`src/rtl/keypad_pkg.sv`:
```
// Shared key-matrix constants, function-key codes, scanner state enum and code helpers.
// Used by the keypad scanner and anything that decodes its 5-bit key codes.
package keypad_pkg;

   localparam int KEY_W = 5;
   localparam int ROWS  = 4;
   localparam int COLS  = 5;

   localparam logic [KEY_W-1:0] KEY_F0 = 5'h10;
   localparam logic [KEY_W-1:0] KEY_F1 = 5'h11;
   localparam logic [KEY_W-1:0] KEY_F2 = 5'h12;
   localparam logic [KEY_W-1:0] KEY_F3 = 5'h13;

   typedef enum logic [1:0] {
      SCAN     = 2'd0,
      PRESS_DB = 2'd1,
      HELD     = 2'd2,
      REL_DB   = 2'd3
   } scan_state_t;

   // Columns are active low; the lowest-index low column wins.
   function automatic logic [2:0] lowest_low(input logic [COLS-1:0] cols);
      lowest_low = 3'd0;
      for (int i = COLS-1; i >= 0; i--) begin
         if (!cols[i]) lowest_low = 3'(i);
      end
   endfunction

   function automatic logic [KEY_W-1:0] key_code(input logic [1:0] r, input logic [2:0] c);
      key_code = KEY_W'(r) * KEY_W'(COLS) + KEY_W'(c);
   endfunction

endpackage

```
`src/rtl/scan_tick_gen.sv`:
```
// Free-running divider: tick is high for one clk cycle every CLK_DIV cycles (on the wrap).
// No backpressure; also drives display refresh timing.
module scan_tick_gen #(
   parameter int CLK_DIV = 50000
) (
   input  logic clk,
   input  logic rst_n,
   output logic tick
);

   localparam int DIV_W = (CLK_DIV < 2) ? 1 : $clog2(CLK_DIV);
   localparam logic [DIV_W-1:0] DIV_LAST = DIV_W'(CLK_DIV - 1);

   logic [DIV_W-1:0] div_cnt;

   always_ff @(posedge clk or negedge rst_n) begin
      if (!rst_n) begin
         div_cnt <= '0;
      end else if (div_cnt == DIV_LAST) begin
         div_cnt <= '0;
      end else begin
         div_cnt <= div_cnt + 1'b1;
      end
   end

   assign tick = (div_cnt == DIV_LAST);

endmodule

```
`src/rtl/keypad_scan_enc.sv`:
```
// 4x5 keypad scanner/debouncer: one 5-bit code per press, D_ready high one clk after the qualifying tick.
// Consumer acks with readn low; an unacked code is overwritten by the next one and flags sticky overrun.
module keypad_scan_enc
   import keypad_pkg::*;
#(
   parameter int CLK_DIV      = 50000,
   parameter int DEBOUNCE_CNT = 4
) (
   input  logic             clk,
   input  logic             rst_n,
   output logic [ROWS-1:0]  row_o,
   input  logic [COLS-1:0]  col_i,
   input  logic             readn,
   output logic [KEY_W-1:0] Din,
   output logic             D_ready,
   output logic             overrun
);

   localparam int CNT_W = $clog2(DEBOUNCE_CNT + 1);
   localparam logic [CNT_W-1:0] CNT_DONE = CNT_W'(DEBOUNCE_CNT);

   logic [COLS-1:0]  col_meta;
   logic [COLS-1:0]  col_sync;
   logic             tick;
   scan_state_t      state;
   logic [1:0]       row_idx;
   logic [1:0]       key_r;
   logic [2:0]       key_c;
   logic [CNT_W-1:0] cnt;
   logic [CNT_W-1:0] cnt_inc;
   logic             any_low;
   logic             key_low;
   logic             emit;
   logic [KEY_W-1:0] emit_code;

   scan_tick_gen #(.CLK_DIV(CLK_DIV)) u_tick (
      .clk   (clk),
      .rst_n (rst_n),
      .tick  (tick)
   );

   // Columns idle high (external pull-ups), so the synchroniser resets to all ones.
   always_ff @(posedge clk or negedge rst_n) begin
      if (!rst_n) begin
         col_meta <= '1;
         col_sync <= '1;
      end else begin
         col_meta <= col_i;
         col_sync <= col_meta;
      end
   end

   assign cnt_inc = cnt + 1'b1;
   assign any_low = ~&col_sync;
   assign key_low = ~col_sync[key_c];

   always_comb begin
      emit      = 1'b0;
      emit_code = key_code(key_r, key_c);
      if (state == SCAN) emit_code = key_code(row_idx, lowest_low(col_sync));
      if (tick) begin
         case (state)
            SCAN:     emit = any_low && (DEBOUNCE_CNT == 1);
            PRESS_DB: emit = key_low && (cnt_inc == CNT_DONE);
            default:  emit = 1'b0;
         endcase
      end
   end

   always_ff @(posedge clk or negedge rst_n) begin
      if (!rst_n) begin
         state   <= SCAN;
         row_idx <= 2'd0;
         row_o   <= 4'b1110;
         key_r   <= 2'd0;
         key_c   <= 3'd0;
         cnt     <= '0;
         Din     <= '0;
         D_ready <= 1'b0;
         overrun <= 1'b0;
      end else begin
         if (tick) begin
            case (state)
               SCAN: begin
                  if (any_low) begin
                     key_r <= row_idx;
                     key_c <= lowest_low(col_sync);
                     if (DEBOUNCE_CNT == 1) begin
                        cnt   <= '0;
                        state <= HELD;
                     end else begin
                        cnt   <= CNT_W'(1);
                        state <= PRESS_DB;
                     end
                  end else begin
                     row_idx <= row_idx + 2'd1;
                     row_o   <= {row_o[ROWS-2:0], row_o[ROWS-1]};
                  end
               end
               PRESS_DB: begin
                  if (key_low) begin
                     cnt <= cnt_inc;
                     if (cnt_inc == CNT_DONE) begin
                        cnt   <= '0;
                        state <= HELD;
                     end
                  end else begin
                     // Bounce: resume rotation past the row that produced it.
                     cnt     <= '0;
                     state   <= SCAN;
                     row_idx <= key_r + 2'd1;
                     row_o   <= ~(ROWS'(1) << (key_r + 2'd1));
                  end
               end
               HELD: begin
                  if (!key_low) begin
                     if (DEBOUNCE_CNT == 1) begin
                        state <= SCAN;
                     end else begin
                        cnt   <= CNT_W'(1);
                        state <= REL_DB;
                     end
                  end
               end
               REL_DB: begin
                  if (!key_low) begin
                     cnt <= cnt_inc;
                     if (cnt_inc == CNT_DONE) begin
                        cnt   <= '0;
                        state <= SCAN;
                     end
                  end else begin
                     cnt   <= '0;
                     state <= HELD;
                  end
               end
               default: state <= SCAN;
            endcase
         end

         // A fresh code beats a same-cycle ack; an ack in that cycle means nothing was lost.
         if (emit) begin
            Din     <= emit_code;
            D_ready <= 1'b1;
            if (D_ready && readn) overrun <= 1'b1;
         end else if (!readn) begin
            D_ready <= 1'b0;
         end
      end
   end

endmodule

```
`config.mk`:
```
export PLATFORM = sky130hd
export DESIGN_NAME = keypad_scan_enc
export DESIGN_NICKNAME = d
export VERILOG_FILES = /design/src/rtl/keypad_pkg.sv /design/src/rtl/scan_tick_gen.sv /design/src/rtl/keypad_scan_enc.sv
export SDC_FILE = /design/constraint.sdc
export NUM_CORES = 1
export LEC_CHECK = 0
export ABC_AREA = 1
export ABC_CLOCK_PERIOD_IN_PS = 2900
export CAP_MARGIN = 20
export CORE_ASPECT_RATIO = 0.9
export CORE_MARGIN = 1.5
export CORE_UTILIZATION = 55
export DETAILED_ROUTE_END_ITERATION = 8
export MAX_ROUTING_LAYER = met4
export PLACE_DENSITY_LB_ADDON = 0.05
export SETUP_SLACK_MARGIN = 0.3
export SYNTH_ARGS = -nofsm -noshare
export SYNTH_HDL_FRONTEND = slang
export SYNTH_HIERARCHICAL = 1
export SYNTH_SLANG_ARGS = --single-unit
```
`constraint.sdc`:
```
create_clock -name clk -period 2.9 [get_ports clk]
set_input_delay 0.58 -clock clk [delete_from_list [all_inputs] [get_ports clk]]
set_output_delay 0.58 -clock clk [all_outputs]
set_load 0.01 [all_outputs]
```
# Word level (Yosys, flattened, before mapping)
# Index checks and enable logic that the tools add are counted.
dict set report totals {
  out_inout_bits 11
  regBits 49
  input_bits 8
  wordCells 80
}
dict set report op_classes {
  n_mul 2
  eq_ne 12
  reduce_logical 10
  magnitude_cmp 1
  mux 33
  bitwise 3
  n_addsub 6
  n_shift 1
}
# op count
set ops {}
lappend ops {{two-way mux 3 bit} 11}
lappend ops {{adder 16 x 1 -> 16 bit (second input constant)} 1}
lappend ops {{== test 16 bit (second input constant)} 1}
lappend ops {{two-way mux 16 bit} 1}
lappend ops {{two-way mux 2 bit} 8}
lappend ops {{case mux 3 bit (4 select lines)} 1}
lappend ops {{adder 5 x 3 -> 5 bit} 2}
lappend ops {{multiplier 2 x 3 -> 5 bit (second input constant)} 2}
lappend ops {{AND reduction 5 bit} 2}
lappend ops {{two-way mux 4 bit} 2}
lappend ops {{!= test 2 bit (second input constant)} 4}
lappend ops {{case mux 2 bit (4 select lines)} 1}
lappend ops {{case mux 4 bit (2 select lines)} 1}
lappend ops {{!= test 3 bit (second input constant)} 2}
lappend ops {{AND reduction 3 bit} 2}
lappend ops {{two-way mux 1 bit} 5}
lappend ops {{two-way mux 5 bit} 1}
lappend ops {{adder 2 x 1 -> 2 bit (second input constant)} 2}
lappend ops {{== test 2 bit (second input constant)} 2}
lappend ops {{< comparator 3 x 4 -> 1 bit (second input constant)} 1}
lappend ops {{inverter 4 bit} 1}
lappend ops {{case mux 2 bit (2 select lines)} 1}
lappend ops {{AND reduction 4 bit} 1}
lappend ops {{<< shifter 1 x 2 -> 4 bit (first input constant)} 1}
lappend ops {{10 further kinds} 12}

# Depth between registers and ports, before layout
# Gate-level depths: netlist of the first run.
dict set report depth {
  word_depth 8
  ltp_mapped 13
  depth_no_buf 13
}

# Modules after synthesis
# Netlist of the first run, hierarchy kept.
# mod n_inst area_each_um2 seq_area_each_um2 cells_each
set modules_own_cells {}
lappend modules_own_cells {keypad_scan_enc 1 1869.3 842.1 203}
lappend modules_own_cells {scan_tick_gen 1 889.6 400.4 120}

# Worst setup path after synthesis of the first run
# OpenSTA, ideal clock, no wires.
dict set report synth_timing {
  path_type {reg2reg}
  from {register col_sync[0]}
  to {register Din[3]}
  stages_incl_launch_ff 12
  synth_period_minus_slack_ps 2023
  slack_ps 877
  required_ps 2782
  setup_time_ps 118
  arrival_time_ps 1905
  path_buffers 0
  path_cell_list {dfstp_2 -> inv_1 -> nor4_1 -> ha_1 -> inv_1 -> fa_1 -> nand2_1 -> inv_1 -> o21ai_0 -> nand2_1 -> inv_1 -> o21ai_2}
}
dict set report synth_via {
  elab_chain_len 6
  elab_cells_between_ends 10
  cone_classes {1 x add/sub; 7 x mux; 1 x bitwise; 1 x reduce/logical}
}
# element line
set synth_lines {}
lappend synth_lines {{start: declaration} keypad_scan_enc.sv:23} ;# logic [COLS-1:0] col_sync;
lappend synth_lines {{start signal: assignment} keypad_scan_enc.sv:49} ;# col_sync <= col_meta;
lappend synth_lines {{branches (longest 6 deep; another with adder 5 x 3 -> 5 bit)} -}
lappend synth_lines {{end signal: assignment} keypad_scan_enc.sv:143} ;# Din <= emit_code;
lappend synth_lines {{end: declaration} keypad_scan_enc.sv:14} ;# output logic [KEY_W-1:0] Din,
# Parallel ways; which one is timed is not known. The select of a mux whose other input is x is not followed.
# A chain may end at the register's enable or synchronous reset.

# Final worst setup path of the first run
# Ends and elaborated chain as after synthesis.

==> impl_metrics.yaml, run 1 <==
detailed_routing:
  wire_per_inst_um: 11.4
  num_vias: 2007
  vias_per_cell: 4.86
  drt_iter0_drc: 69
  drt-pass1-iter-count: 4
  wl_um: 4710
  post-route-drc-count: 0
  ant_nets: 0
setup_path:
  crit_type: "reg -> reg"
  end_kind: "flop"
  startpoint: "col_sync[0]"
  r2r_slack_ns: 0.73
  r2r-start: "col_sync[0]"
  cp.arrival_ns: 2.37
  worstPathRequired_ns: 3.09
  reg2reg_to: "Din[3]"
  start_kind: "flop"
  worst-path-max-fanout: 5
  r2r_cells: 11
timing:
  finalCritPeriodShare_pct: 75.0
  tightest_slew_ns: 0.442
  finalWorstPathRequiredPeriod_ns: 2.17
  setup_tns_ns: 0
  max-slew-margin-rel_pct: 70.4
  rsz0062_at_grt: "false"
  slew_violations: 0
  fmax_mhz: 460
  setup_viol: 0
  hold_viol: 0
  final.setup_skew_ns: 0.00458
synthesis:
  muxShareOfSynthArea_pct: 0.726
  synth-edff-count: 0
  syn_area_um2: 2760
  ys_seq_area_share_pct: 45.0
  yosysTopAreaCell: "dfrtp_1"
  synth_top_family_by_area: "simple AND/OR/NAND/NOR gates"
  synthCells: 323
  syn-num-nets: 352
  ys_top_cells_by_area: "dfrtp_1 33%, dfstp_2 12%, nand2_1 11%"
  synthFlopType: "dfrtp_1"
  ys_top_cells_by_count: "78 x nand2_1, 41 x inv_1, 36 x dfrtp_1"
  synthDistinctLibCells: 31
  synth_warnings: 6
  synth_top_area_share_pct: 32.7
  synth-xor-area-share_pct: 1.90
  synth.avg_cell_area_um2: 8.54
  synth_most_common_cell: "nand2_1"
  synthAdderAreaFrac_pct: 10.1
  synth_seq_cells: 49
  async_reset_ff_share_pct: 100
  synth-simple-area-share_pct: 26.0
  synth_compound_area_share_pct: 8.62
power:
  p_clk_share_pct: 35.4
  power_switching_uw: 261
  seqPwrFrac_pct: 61.3
  p_leak_uw: 0.00158
  pwr-share-comb_pct: 3.3
  swShare_pct: 22.9
  p_total_uw: 1140
  power_density_nw_per_um2: 369
  internal_power_uw: 879
  ir_drop_mv: 0.293
place:
  dpl.hpwl_um: 3640
  port_buffers: 18
  dp_cells: 405
  globalplace.congestion: 0.821
clock_network:
  cts_sinks: 49
  post_cts_buffers: 0
  clockBufferDepth: 2
  cts-htree-levels: 2
  worstSkewPairLatency_ns: 0.30
  clockRootBuffer: "clkbuf_8"
  cts_tree: "yes"
  post_cts.resized_instances: 0
  hold_buffers: 0
  path_clk_slew_ns: 0.09
  cts_buffers: 5
floorplan:
  start_util_pct: 57.1
  core-area_um2: 4830
  num_rows: 24
  dieArea_um2: 5450
  die_x_um: 77.7
  ioPinCount: 19
  dieHeight_um: 70.2
layout:
  drive_above_1_share_pct: 19.3
  insertedDiodeCount: 0
  nets: 376
  syn2layout_area_growth_pct: 12.1
  final_cells: 413
grt:
  grt_antenna_before_repair: 0
  grt_first_pass_wirelength_um: 8530
  use_met1_pct: 30.1
  grt_usage_pct: 20.4
  grt_pass1_vias: 1880
  grt_use_met3_pct: 4.05
  grt_start_max_net_pins: 21
  grt_overflow: 0
  busiest_layer: "met1"
  met2_usage_pct: 28.7
worst_hold_path:
  hold_class: "in -> async"
run:
  cap_viol_max_count: 0
run_status:
  status: "finished, final reports clean"
==> worst max-delay path by stage <==
stage,end,slack [ns],cells past startpoint
after CTS,Din[3],0.71,11
after global routing,Din[3],0.48,11
after floorplan,Din[3],0.88,11
after detailed placement,Din[3],0.72,11
after global placement,Din[3],0.77,11
final,Din[3],0.73,11
==> metrics by stage <==
| stage | area [µm²] | util, % | hold slack (ns) | setup slack, ns |
|---|---|---|---|---|
| after detailed placement | 3000 | 62.1 | 0.348 | 0.722 |
| after floorplan | 2760 | - | 0.284 | 0.877 |
| after global placement | 3000 | 62.1 | 0.347 | 0.773 |
| final | 3090 | 63.9 | 0.211 | 0.725 |
| after global routing | 3090 | 63.9 | 0.225 | 0.477 |
| after CTS | 3090 | 63.9 | 0.217 | 0.710 |
==> layout make-up <==
| cell class | count | area [µm²] |
|---|---|---|
| Clock buffer | 5 | 68.8 |
| Tap cell | 65 | 81.3 |
| Fill cell | 432 | 1740 |
| Clock inverter | 3 | 22.5 |
| Multi-Input combinational cell | 223 | 1310 |
| Inverter | 48 | 180 |
| Sequential cell | 49 | 1240 |
| Timing Repair Buffer | 20 | 190 |
==> cell usage in the layout, fill, tap and decap left out <==
cell type,Yosys,layout
clkbuf_8,0,5
nor4_1,1,1
inv_1,41,41
mux2i_1,2,2
a31oi_1,1,1
o21ai_1,1,1
nand2_1,78,78
o21ai_0,14,14
nand3_1,20,20
nor2_1,31,31
ha_1,19,19
buf_4,1,2
clkinv_1,1,1
a21oi_1,5,5
xnor2_1,1,1
clkinvlp_4,0,3
dfrtp_1,36,36
buf_2,0,1
dfstp_2,13,13
fa_1,2,2
nand4_1,3,3
o21bai_1,2,2
o21ai_2,12,12
nor3_1,1,1
inv_2,6,6
nor3_2,1,1
o21bai_2,1,1
nor2_2,5,5
nor2_4,3,3
clkdlybuf4s50_1,0,17
xor2_1,5,5
nand4_2,1,1
nand2_2,13,13
nand3_2,1,1
==> critical path: stages (launching register included) <==
cell and delay, ns:
dfstp_2 0.52, inv_1 0.08, nor4_1 0.40, ha_1 0.18, inv_1 0.05, fa_1 0.42, nand2_1 0.07, inv_1 0.03
o21ai_0 0.13, nand2_1 0.07, inv_1 0.07, o21ai_2 0.05
==> state kept, by name, summed over array words and instances, names as in the netlist, 2 cells and up, named ones only <==
| name | count |
|---|---|
| Din | 5 |
| key_c | 3 |
| row_idx | 2 |
| row_o | 4 |
| col_sync | 5 |
| key_r | 2 |
| u_tick/div_cnt | 16 |
| cnt | 3 |
| col_meta | 5 |
==> cell families after synthesis <==
family | count (synthesis)
XOR/XNOR | 6
adder cells (fa/ha/maj) | 21
multiplexers | 2
buffers and inverters | 51
flip-flops | 49
AND/OR/NAND/NOR | 158
AO/OA/AOI/OAI | 36
==> power by group through the flow <==
stage          Clock, µW  Sequential, µW  Combinational (µW)
6_report             403             699                37.9
5_1_grt              446             700                44.8
4_1_cts              421             699                39.5
3_5_place_dp           0             712                39.4
3_3_place_gp           0             712                38.7
2_1_floorplan          0             711                12.4
==> per-layer routing <==
layer  part of all wire, %  wire (µm)
met5                     0          0
met4                  0.49         23
met3                   2.7        128
met2                    42       1970
met1                    55       2590
Power figures use the tool's default switching activity.
==> run 2, diff against run 1 <==
ABC_CLOCK_PERIOD_IN_PS = 2200   (was 2900)
clock period = 2.2 ns   (was 2.9 ns; I/O delays follow)
==> impl_metrics.yaml, run 2 (same netlist as run 1, synthesis figures left out) <==
run_status:
  status: "finished, final reports clean"
layout:
  final_common_cell: "nand2_1"
  syn2layout_area_growth_pct: 19.2
  design_area_um2: 3290
  drive_above_1_share_pct: 26.3
  layout_common_cells: "74 x nand2_1, 38 x inv_1, 36 x dfrtp_1"
  fill_cells: 403
  nets: 385
  top_register: "u_tick/div_cnt"
  insertedDiodeCount: 0
  largest_register_ffs: 16
grt:
  met2_usage_pct: 31.6
  grt_use_met3_pct: 4.05
  grt_overflow: 0
  grt_first_pass_wirelength_um: 8980
  grt_antenna_before_repair: 0
  use_met1_pct: 29.8
  grt_pass1_vias: 2038
  busiest_layer: "met2"
  grt_usage_pct: 21.3
  grt_start_max_net_pins: 24
setup_path:
  start_kind: "flop"
  cpLargestDelayFamily: "adder cells"
  path_buf_inv: 4
  worstPathRequired_ns: 2.40
  crit_chain: "inv_1 -> a21oi_2 -> ha_1 -> ha_4 -> inv_2 -> fa_2 -> nand2_1 -> inv_1 -> o21ai_1 -> nand2_1 -> inv_2 -> o21ai_2"
  end_kind: "flop"
  worst-path-max-fanout: 5
  cp_slowest_stage_delay_ns: 0.52
  crit_type: "reg -> reg"
  cpMaxStageDelayCell: "dfstp_2"
  cp.arrival_ns: 2.24
timing:
  setup_viol: 0
  tightest_slew_ns: 0.529
  slew_violations: 0
  fmax_mhz: 491
  setup_tns_ns: 0
  finalCritPeriodShare_pct: 92.6
  hold_ws_ns: 0.105
  hold_viol: 0
  rsz0062_at_grt: "true"
  finalWorstPathRequiredPeriod_ns: 2.04
  max-slew-margin-rel_pct: 64.7
  final.setup_skew_ns: 0.00780
power:
  ir_drop_mv: 0.515
  p_leak_uw: 0.00164
  power_density_nw_per_um2: 498
  seqPwrFrac_pct: 56.4
  internal_power_uw: 1280
  pwr-share-comb_pct: 4.1
  swShare_pct: 21.5
  p_clk_share_pct: 39.5
  power_switching_uw: 353
clock_network:
  cts_buffers: 5
  clockRootBuffer: "clkbuf_8"
  clockBufferDepth: 2
  cts-htree-levels: 2
  hold_buffers: 0
  worstSkewPairLatency_ns: 0.30
  cts_sinks: 49
  path_clk_slew_ns: 0.10
  cts_tree: "yes"
detailed_routing:
  wire_per_inst_um: 11.9
  ant_nets: 0
  num_vias: 2103
  post-route-drc-count: 0
  vias_per_cell: 4.98
  wl_um: 5000
  drt-pass1-iter-count: 4
  drt_iter0_drc: 78
floorplan:
  dieArea_um2: 5450
  core-area_um2: 4830
  dieHeight_um: 70.2
  ioPinCount: 19
  num_rows: 24
  start_util_pct: 57.1
  die_x_um: 77.7
place:
  dpl.hpwl_um: 3700
  port_buffers: 18
  globalplace.congestion: 0.828
  placed_cell_area_um2: 3020
worst_hold_path:
  hold_class: "in -> async"
run:
  cap_viol_max_count: 0
-- run 2: cell count changes in the layout (fill, tap and decap cells not counted), moves of 3 or more --
cell / change
buf_4: +9
ha_1: -3
inv_1: -3
nand2_1: -4
nand2_4: +3
nor2_1: -4
nor2_4: +3
-- run 2: path summary, 6_finish.rpt --
kind | cells after the start | slack [ns] | startpoint | end
worst min-delay path | 1 | 0.11 | rst_n | Din[2]
worst max register to register | 12 | 0.16 | col_sync[0] | Din[3]
max in group asynchronous | 2 | 1.42 | rst_n | col_sync[3]
worst max-delay path | 12 | 0.16 | col_sync[0] | Din[3]
worst min register to register | 0 | 0.36 | col_meta[2] | col_sync[2]
min in group clk | 0 | 0.36 | col_meta[2] | col_sync[2]
-- run 2: through the flow --
| step | util, % | total power [µW] | worst slack (ns) | cells |
|---|---|---|---|---|
| 2_1_floorplan | - | 955 | 0.256 | 323 |
| 3_3_place_gp | 62.4 | 991 | 0.202 | 406 |
| 3_5_place_dp | 62.4 | 993 | 0.173 | 406 |
| 4_1_cts | 65.7 | 1660 | 0.178 | 416 |
| 5_1_grt | 68.0 | 1700 | 0.00253 | 422 |
| 6_report | 68.0 | 1640 | 0.163 | 422 |
-- run 2: timing repair --
action / CTS / global route
hold endpoints to repair: 0 / 0
cloned: 0 / 0
pin swaps: 3 / 4
setup endpoints to repair: 11 / 21
gates resized for setup: 6 / 18
setup buffers: 2 / 6
-- run 2: power by group through the flow --
stage	Combinational (µW)	Clock (µW)	Sequential (µW)
finish	67.0	647	924
global route	76.0	704	925
CTS	58.3	673	924
detailed placement	53.9	0	939
global placement	52.1	0	939
floorplan	17.2	0	938
-- run 2: worst register-to-register path: cells and delay by family (launching register included) --
kind            cells  cell delay [ns]
compound gates      3             0.34
fa+ha+maj           3             0.69
simple gates        2             0.13
buf+inv             4             0.24
flops               1             0.52
-- run 2: area by class of cell --
| type | count | area (µm²) | share of cell area (%) |
|---|---|---|---|
| Clock buffer | 5 | 68.8 | 2.09 |
| Clock inverter | 3 | 46.3 | 1.41 |
| Inverter | 48 | 183 | 5.56 |
| Multi-Input combinational cell | 223 | 1410 | 42.8 |
| Sequential cell | 49 | 1240 | 37.8 |
| Tap cell | 65 | 81.3 | 2.47 |
| Timing Repair Buffer | 29 | 258 | 7.84 |
-- run 2: per-layer routing --
metal	vias up	share of wire (%)
met4	0	0.44
met1	989	52
li1	1080	-
met2	32	44
met3	2	3.4
met5	-	0
==> run 3, diff against run 2 <==
ABC_CLOCK_PERIOD_IN_PS = 2430   (was 2200)
RECOVER_POWER = 100   (was default)
clock period = 2.43 ns   (was 2.2 ns; I/O delays follow)
==> impl_metrics.yaml, run 3 (same netlist as run 1, synthesis figures left out) <==
timing:
  setup_tns_ns: 0
  max-slew-margin-rel_pct: 20.4
  slew_violations: 0
  hold_viol: 0
  rsz0062_at_grt: "true"
  setup_viol: 0
  tightest_slew_ns: 1.19
  fmax_mhz: 477
  finalWorstPathRequiredPeriod_ns: 2.10
  setup_ws_ns: 0.332
  final.setup_skew_ns: 0.00517
  finalCritPeriodShare_pct: 86.4
floorplan:
  num_rows: 24
  ioPinCount: 19
  die_x_um: 77.7
  dieArea_um2: 5450
  core-area_um2: 4830
  start_util_pct: 57.1
  dieHeight_um: 70.2
layout:
  finalCoreUtilization_pct: 64.1
  syn2layout_area_growth_pct: 12.2
  insertedDiodeCount: 0
  layout_common_cells: "79 x nand2_1, 43 x inv_1, 36 x dfrtp_1"
  final_common_cell: "nand2_1"
  top_register: "u_tick/div_cnt"
  drive_above_1_share_pct: 16.7
  largest_register_ffs: 16
  nets: 375
detailed_routing:
  wire_per_inst_um: 11.8
  drt_iter0_drc: 80
  wl_um: 4880
  vias_per_cell: 4.99
  drt-pass1-iter-count: 4
  post-route-drc-count: 0
  ant_nets: 0
  num_vias: 2056
grt:
  grt_usage_pct: 20.3
  grt_pass1_vias: 1903
  grt_antenna_before_repair: 0
  grt_first_pass_wirelength_um: 8490
  grt_overflow: 0
  grt_start_max_net_pins: 50
clock_network:
  cts_tree: "yes"
  path_clk_slew_ns: 0.09
  post_cts_buffers: 0
  cts_buffers: 5
  clockRootBuffer: "clkbuf_8"
  worstSkewPairLatency_ns: 0.30
  clockBufferDepth: 2
  cts_sinks: 49
  cts-htree-levels: 2
power:
  p_leak_uw: 0.00162
  ir_drop_mv: 0.427
  swShare_pct: 21.4
  power_density_nw_per_um2: 453
  power_switching_uw: 300
  internal_power_uw: 1100
  seqPwrFrac_pct: 59.6
  p_clk_share_pct: 37.1
  pwr-share-comb_pct: 3.3
setup_path:
  end_kind: "flop"
  worstPathRequired_ns: 2.61
  crit_type: "reg -> reg"
  worst-path-max-fanout: 11
  cp.arrival_ns: 2.28
  start_kind: "flop"
worst_hold_path:
  hold_class: "reg -> reg"
place:
  pre_cts_ws_ns: 0.230
  globalplace.congestion: 0.829
  dpl.hpwl_um: 3480
  port_buffers: 18
run_status:
  status: "finished, final reports clean"
run:
  cap_viol_max_count: 0
run 3: cell types whose count changed in the layout (fill, tap and decap cells not counted), moves of 3 or more:
cell | before | now
nor2_1 | 27 | 31
nor2_4 | 6 | 3
dlygate4sd3_1 | 0 | 16
ha_1 | 16 | 19
buf_4 | 11 | 0
nand2_1 | 74 | 79
clkdlybuf4s50_1 | 17 | 1
inv_2 | 8 | 4
inv_1 | 38 | 43
nand2_2 | 14 | 11
o21ai_2 | 13 | 6
o21ai_0 | 12 | 19
run 3: per-layer routing:
| layer | GRT usage, % | vias to the layer above | wire length (µm) |
|---|---|---|---|
| li1 | - | 1064 | - |
| met1 | 29.5 | 946 | 2520 |
| met2 | 28.8 | 42 | 2100 |
| met3 | 4.31 | 4 | 223 |
| met4 | 5.66 | 0 | 31 |
| met5 | - | - | 0 |
run 3: repair_timing:
item,4_1_cts,5_1_grt
endpoints found under the setup margin,2,9
hold buffers,0,0
gates resized for setup,2,10
run 3: power groups by stage:
| stage | Combinational (µW) | Clock (µW) | Sequential [µW] |
|---|---|---|---|
| after floorplan | 14.8 | 0 | 849 |
| after global placement | 44.9 | 0 | 849 |
| after detailed placement | 45.4 | 0 | 850 |
| after CTS | 46.5 | 539 | 835 |
| after global routing | 52.9 | 567 | 837 |
| final | 45.9 | 521 | 836 |
run 3: critical path, stage by stage (launching register included):
cell and delay [ns]:
dfrtp_1 0.42, ha_1 0.25, nand3_1 0.15, nor2_1 0.13, nand2_1 0.19, inv_1 0.25
inv_1 0.13, nor2_4 0.13, nand2_2 0.15, nand2_1 0.10, o21ai_0 0.08
run 3: final timing paths:
check                                             end         startpoint  slack (ns)  cells after the start
max                                        row_idx[1]  u_tick/div_cnt[0]        0.33                     10
min                                       col_sync[3]        col_meta[3]        0.36                      0
max reg2reg                                row_idx[1]  u_tick/div_cnt[0]        0.33                     10
min reg2reg                               col_sync[3]        col_meta[3]        0.36                      0
max in group asynchronous           u_tick/div_cnt[5]              rst_n        1.20                      2
min in group asynchronous  asynchronous set/reset pin              rst_n        0.50                      2
run 3: area by class of cell:
class                           count  area [µm²]
Sequential cell                    49        1240
Clock inverter                      1        5.00
Multi-Input combinational cell    223        1310
Clock buffer                        7        96.3
Fill cell                         429        1740
Tap cell                           65        81.3
Inverter                           48         180
Timing Repair Buffer               19         180
run 3: through the flow:
stage	cells	instance area, µm²	hold WS (ns)	power [µW]
detailed placement	404	2990	0.347	895
floorplan	323	2760	0.190	864
global placement	404	2990	0.347	894
global route	412	3100	0.358	1460
finish	412	3100	0.359	1400
CTS	412	3100	0.303	1420
